## config.mk

```make
export PLATFORM = sky130hd
export DESIGN_NAME = id_ex_stage
export DESIGN_NICKNAME = d
export VERILOG_FILES = /design/src/rtl/id_ex_stage.sv
export SDC_FILE = /design/constraint.sdc
export NUM_CORES = 1
export LEC_CHECK = 0
export ABC_CLOCK_PERIOD_IN_PS = 1910
export CAP_MARGIN = 30
export CELL_PAD_IN_SITES_DETAIL_PLACEMENT = 0
export CELL_PAD_IN_SITES_GLOBAL_PLACEMENT = 1
export CORE_UTILIZATION = 30
export DETAILED_ROUTE_END_ITERATION = 16
export PLACE_DENSITY = 0.79
export SYNTH_ARGS = -nofsm -noshare
export SYNTH_HDL_FRONTEND = slang
export SYNTH_SLANG_ARGS = --single-unit
```

## constraint.sdc

```tcl
create_clock -name clk -period 1.91 [get_ports clk]
set_input_delay 0.191 -clock clk [delete_from_list [all_inputs] [get_ports clk]]
set_output_delay 0.191 -clock clk [all_outputs]
set_load 0.05 [all_outputs]
```

## src/rtl/id_ex_stage.sv

```systemverilog
// ID/EX pipeline register with load-use hazard detection and EX/MEM, MEM/WB
// operand forwarding onto the ALU operands and store data.

module id_ex_fwd #(
  parameter int FWD_EN = 1
) (
  input  logic [4:0]  rs,
  input  logic [31:0] rs_data,
  input  logic        exmem_regwrite,
  input  logic [4:0]  exmem_rd,
  input  logic [31:0] exmem_result,
  input  logic        memwb_regwrite,
  input  logic [4:0]  memwb_rd,
  input  logic [31:0] memwb_data,
  output logic [31:0] fwd_data
);
  logic ex_hit, wb_hit;

  // x0 is hardwired zero, so a producer targeting it never forwards
  assign ex_hit = (FWD_EN != 0) && exmem_regwrite && (exmem_rd != 5'd0) && (exmem_rd == rs);
  assign wb_hit = (FWD_EN != 0) && memwb_regwrite && (memwb_rd != 5'd0) && (memwb_rd == rs);

  always_comb begin
    fwd_data = rs_data;
    if (ex_hit)      fwd_data = exmem_result;
    else if (wb_hit) fwd_data = memwb_data;
  end
endmodule

module id_ex_stage #(
  parameter int FWD_EN = 1
) (
  input  logic        clk,
  input  logic        reset_n,
  input  logic        stall_in,
  input  logic        flush_in,
  input  logic        in_valid,
  input  logic [4:0]  in_rs1,
  input  logic [4:0]  in_rs2,
  input  logic [4:0]  in_rd,
  input  logic [31:0] in_rs1_data,
  input  logic [31:0] in_rs2_data,
  input  logic [31:0] in_imm,
  input  logic [3:0]  in_alu_ctrl,
  input  logic        in_alusrc,
  input  logic        in_regwrite,
  input  logic        in_memread,
  input  logic        in_memwrite,
  input  logic        in_memtoreg,
  input  logic        exmem_regwrite,
  input  logic [4:0]  exmem_rd,
  input  logic [31:0] exmem_result,
  input  logic        memwb_regwrite,
  input  logic [4:0]  memwb_rd,
  input  logic [31:0] memwb_data,
  output logic [31:0] A,
  output logic [31:0] B,
  output logic [3:0]  Control_in,
  output logic        ex_valid,
  output logic        ex_regwrite,
  output logic        ex_memread,
  output logic        ex_memwrite,
  output logic        ex_memtoreg,
  output logic [4:0]  ex_rd,
  output logic [31:0] ex_store_data,
  output logic        hazard_stall
);
  typedef struct packed {
    logic        valid;
    logic [4:0]  rs1, rs2, rd;
    logic [31:0] rs1_data, rs2_data, imm;
    logic [3:0]  alu_ctrl;
    logic        alusrc, regwrite, memread, memwrite, memtoreg;
  } idex_t;

  idex_t r, dec;

  assign dec = '{valid: in_valid, rs1: in_rs1, rs2: in_rs2, rd: in_rd,
                 rs1_data: in_rs1_data, rs2_data: in_rs2_data, imm: in_imm,
                 alu_ctrl: in_alu_ctrl, alusrc: in_alusrc, regwrite: in_regwrite,
                 memread: in_memread, memwrite: in_memwrite, memtoreg: in_memtoreg};

  // Load in EX whose destination the decoding instruction reads
  assign hazard_stall = ex_valid && ex_memread && (r.rd != 5'd0) && in_valid &&
                        ((r.rd == in_rs1) || (r.rd == in_rs2));

  // A bubble is the all-zero register image
  always_ff @(posedge clk or negedge reset_n) begin
    if (!reset_n)          r <= '0;
    else if (flush_in)     r <= '0;
    else if (stall_in)     r <= r;
    else if (hazard_stall) r <= '0;
    else                   r <= dec;
  end

  logic [1:0][4:0]  op_rs;
  logic [1:0][31:0] op_data, op_fwd;

  assign op_rs   = {r.rs2, r.rs1};
  assign op_data = {r.rs2_data, r.rs1_data};

  for (genvar g = 0; g < 2; g++) begin : g_fwd
    id_ex_fwd #(.FWD_EN(FWD_EN)) u_fwd (
      .rs(op_rs[g]), .rs_data(op_data[g]),
      .exmem_regwrite(exmem_regwrite), .exmem_rd(exmem_rd), .exmem_result(exmem_result),
      .memwb_regwrite(memwb_regwrite), .memwb_rd(memwb_rd), .memwb_data(memwb_data),
      .fwd_data(op_fwd[g])
    );
  end

  assign A             = op_fwd[0];
  assign B             = r.alusrc ? r.imm : op_fwd[1];
  assign ex_store_data = op_fwd[1];
  assign Control_in    = r.alu_ctrl;
  assign ex_valid      = r.valid;
  assign ex_regwrite   = r.regwrite & r.valid;
  assign ex_memread    = r.memread  & r.valid;
  assign ex_memwrite   = r.memwrite & r.valid;
  assign ex_memtoreg   = r.memtoreg & r.valid;
  assign ex_rd         = r.rd;
endmodule
```

==> results.rst <==
.. list-table::
   :header-rows: 1

   * - Metric
     - Value
   * - Met2 track demand over resource
     - 43.4%
   * - Net count reported at finish
     - 1535
   * - Max Transition Viols Final
     - 0
   * - Inserted Clock Buffers
     - 17
   * - Dominant cell type by area after synthesis
     - dfrtp_1
   * - Total number of clock tree sinks
     - 121
   * - Final estimated routing congestion in global placement
     - 0.878
   * - Fmax
     - 0.379 GHz
   * - Req. time, crit path
     - 1720 ps
   * - Overall routed net length
     - 41000 um
   * - Synthesis warning total
     - 0
   * - Crit Reg-Reg Endpoint
     - op_data[39]
   * - CTS tree
     - built
   * - Number of port buffers
     - 311
   * - Die outline height
     - 171 um
   * - Leak Pwr
     - 7.98 nW
   * - Maximum capacitance violations
     - 0
   * - Share of Yosys cell area claimed by the top area cell type
     - 35.3%
   * - Async set or reset register ratio after synthesis
     - 100%
   * - Largest cells by area after synthesis
     - dfrtp_1, o41ai_1, nand3b_1, mux2i_1, inv_1
   * - Mean instance size in the synthesized netlist
     - 9.14 um^2
   * - Half-perimeter wire length after placement
     - 26800 um
   * - Number of enable-type register cells in the synthesized netlist
     - 0
   * - Setup TNS Final
     - -79000 ps
   * - Wire length of the first global-routing pass
     - 59200 um
   * - Worst min-delay path category
     - input pin to async pin
   * - Met1 global-route usage
     - 37.0%
   * - Violations in the final reports
     - setup timing
   * - H-tree levels
     - 4
   * - Ratio of cells with drive above 1 in the final layout
     - 44.8%
   * - Worst flop-to-flop path startpoint
     - ex_rd[4]
   * - Syn Nets
     - 1138
   * - Most instantiated flip-flop cell in the synthesis netlist
     - dfrtp_1
   * - Final Core Density
     - 64.5%
   * - Unrepaired setup endpoints after global routing
     - true
   * - Number of placed I/O pins
     - 312
   * - Count of final hold-check violations
     - 0
   * - Synthesized area
     - 8570 um^2
   * - Synthesis-to-finish area growth
     - 110%
   * - Clock root buffer master
     - clkbuf_16
   * - Deepest clock path buffer count
     - 2
   * - Netlist cell types
     - 37
   * - Number of synthesized register bits
     - 121
   * - Number of placement rows
     - 61
   * - Outcome
     - finished with violations
   * - Most frequently used cell type in the post-synthesis netlist
     - inv_1
   * - Slew at the pin closest to its max-slew limit
     - 832 ps
   * - Largest voltage drop on the vdd net
     - 525 uV
   * - Total DRC errors in the routed layout
     - 0
   * - R2R setup slack
     - -310 ps
   * - Final global-route overflow total
     - 0
   * - Routing layer with the top usage in global route
     - met2
   * - Total via count in the routed design
     - 9183
   * - Final setup viols
     - 207
   * - Skew final
     - 15.1 ps
   * - Die Outline Area
     - 29200 um^2
   * - Clock latency of the later-clocked register in the worst-skew pair
     - 430 ps
   * - Launching element type of the critical path
     - flip-flop
   * - Core region area
     - 27900 um^2
   * - Element type at the critical path end
     - output port
   * - GR Util All Layers
     - 27.2%
   * - Met3 Usage GRT
     - 5.00%
   * - Worst reg-to-reg path cell count
     - 9
   * - Vias per Instance
     - 5.31
   * - Sequential fraction of the synthesis area
     - 35.3%
   * - Initial antenna violation count
     - 5
   * - Detailed router's first-iteration violation count
     - 710
   * - Type of the worst setup path
     - flip-flop to output port
   * - Headroom to the max-slew limit
     - 44.5%
   * - Top cells by count, synth
     - inv_1, dfrtp_1, nand3b_1
   * - Vias in the first global route
     - 9424
   * - Fin crit share
     - 138%
   * - Synthesized instance count
     - 937
   * - Final routed wire length divided by cell count
     - 23.7 um
   * - Routed Antenna Nets
     - 0
   * - Worst setup slack after layout
     - -731 ps
   * - Fin crit period
     - 2640 ps
   * - First-pass detailed-route iteration total
     - 5
   * - Initial Util
     - 30.7%
   * - Width of the die
     - 171 um
   * - Max FO, Critical Path
     - 10
   * - Clock-pin slew of the registers on the worst-case setup and hold paths
     - 60 ps
   * - Crit path arrival time
     - 2450 ps
   * - Largest net degree at the start of global routing
     - 69
   * - Power density relative to cell area
     - 548 nW/um^2
registers in the layout (all words and copies together), names as in the netlist:
signal and count:
Control_in 4, r 37, op_data 64, op_rs 10, ex_valid 1, ex_rd 5
worst max-delay path by stage:
stage                           start     to
after floorplan              op_rs[5]   B[0]
after global placement    exmem_rd[0]   B[2]
after detailed placement  memwb_rd[4]  B[26]
after CTS                    op_rs[5]  B[13]
after global routing         op_rs[5]   B[7]
final                        op_rs[5]  B[13]
power by group:
group / leakage (nW) / switching [mW] / internal (mW) / total (mW)
Combinational: 6.11 / 2.00 / 1.81 / 3.81
Sequential: 1.61 / 0.152 / 2.71 / 2.86
Clock: 0.264 / 1.33 / 1.87 / 3.20
placed cells by master, fill, tap and decap left out, drive strengths merged, types with 27 or more instances in the layout:
master,instances
a21oi,27
a221oi,32
buf,270
clkdlybuf4s50,194
dfrtp,121
inv,150
mux2i,58
nand2,43
nand3b,116
nor2,41
nor3,32
o21ai,32
o41ai,121
metrics by stage:
stage	cell area [um^2]	instances	power (mW)	hold WS, ps	setup slack (ps)
CTS	17200	1721	9.71	297	-731
global route	18000	1727	10.2	279	-824
global placement	14200	1638	6.15	146	-728
finish	18000	1730	9.87	251	-731
detailed placement	14200	1638	6.17	147	-747
floorplan	9450	937	4.53	-105	-235
routing by layer:
layer / share of wire [%] / vias up
met5: 0.066 / -
met4: 3.1 / 4
met3: 5.3 / 69
met2: 47 / 311
met1: 44 / 4597
li1: - / 4202
final cells by class:
| type | instances | area [um^2] |
|---|---|---|
| repair buffers | 484 | 5980 |
| diodes | 5 | 12.5 |
| clock buffers | 19 | 453 |
| flip-flops and latches | 121 | 3030 |
| inverters | 147 | 552 |
| fillers | 2092 | 9920 |
| multi-input cells | 563 | 7390 |
| well taps | 378 | 473 |
| clock inverters | 13 | 120 |
worst max-delay path: stages, from the launching register on:
cell and delay (ps):
dfrtp_1 430, xor2_1 170, nor3_2 170, buf_4 150, nand3_4 140, buf_12 200, mux2i_1 150, buf_4 170
a221oi_4 270, buf_12 180
repair_timing:
item / 4_1_cts / 5_1_grt
endpoints found under the setup margin: 212 / 218
setup buffers: 31 / 11
hold endpoints to repair: 34 / 0
resized for setup: 289 / 111
pin swaps: 28 / 18
hold buffers: 1 / 0
cloned: 20 / 2
cell families after synthesis:
kind of cell	Yosys count	share of synthesized area (%)
XOR/XNOR	30	3.07
flip-flops	121	35.3
AND/OR/NAND/NOR	253	17.7
buffers and inverters	254	13.7
AO/OA/AOI/OAI	221	23.4
multiplexers	58	6.78
Power figures use the tool's default switching activity.
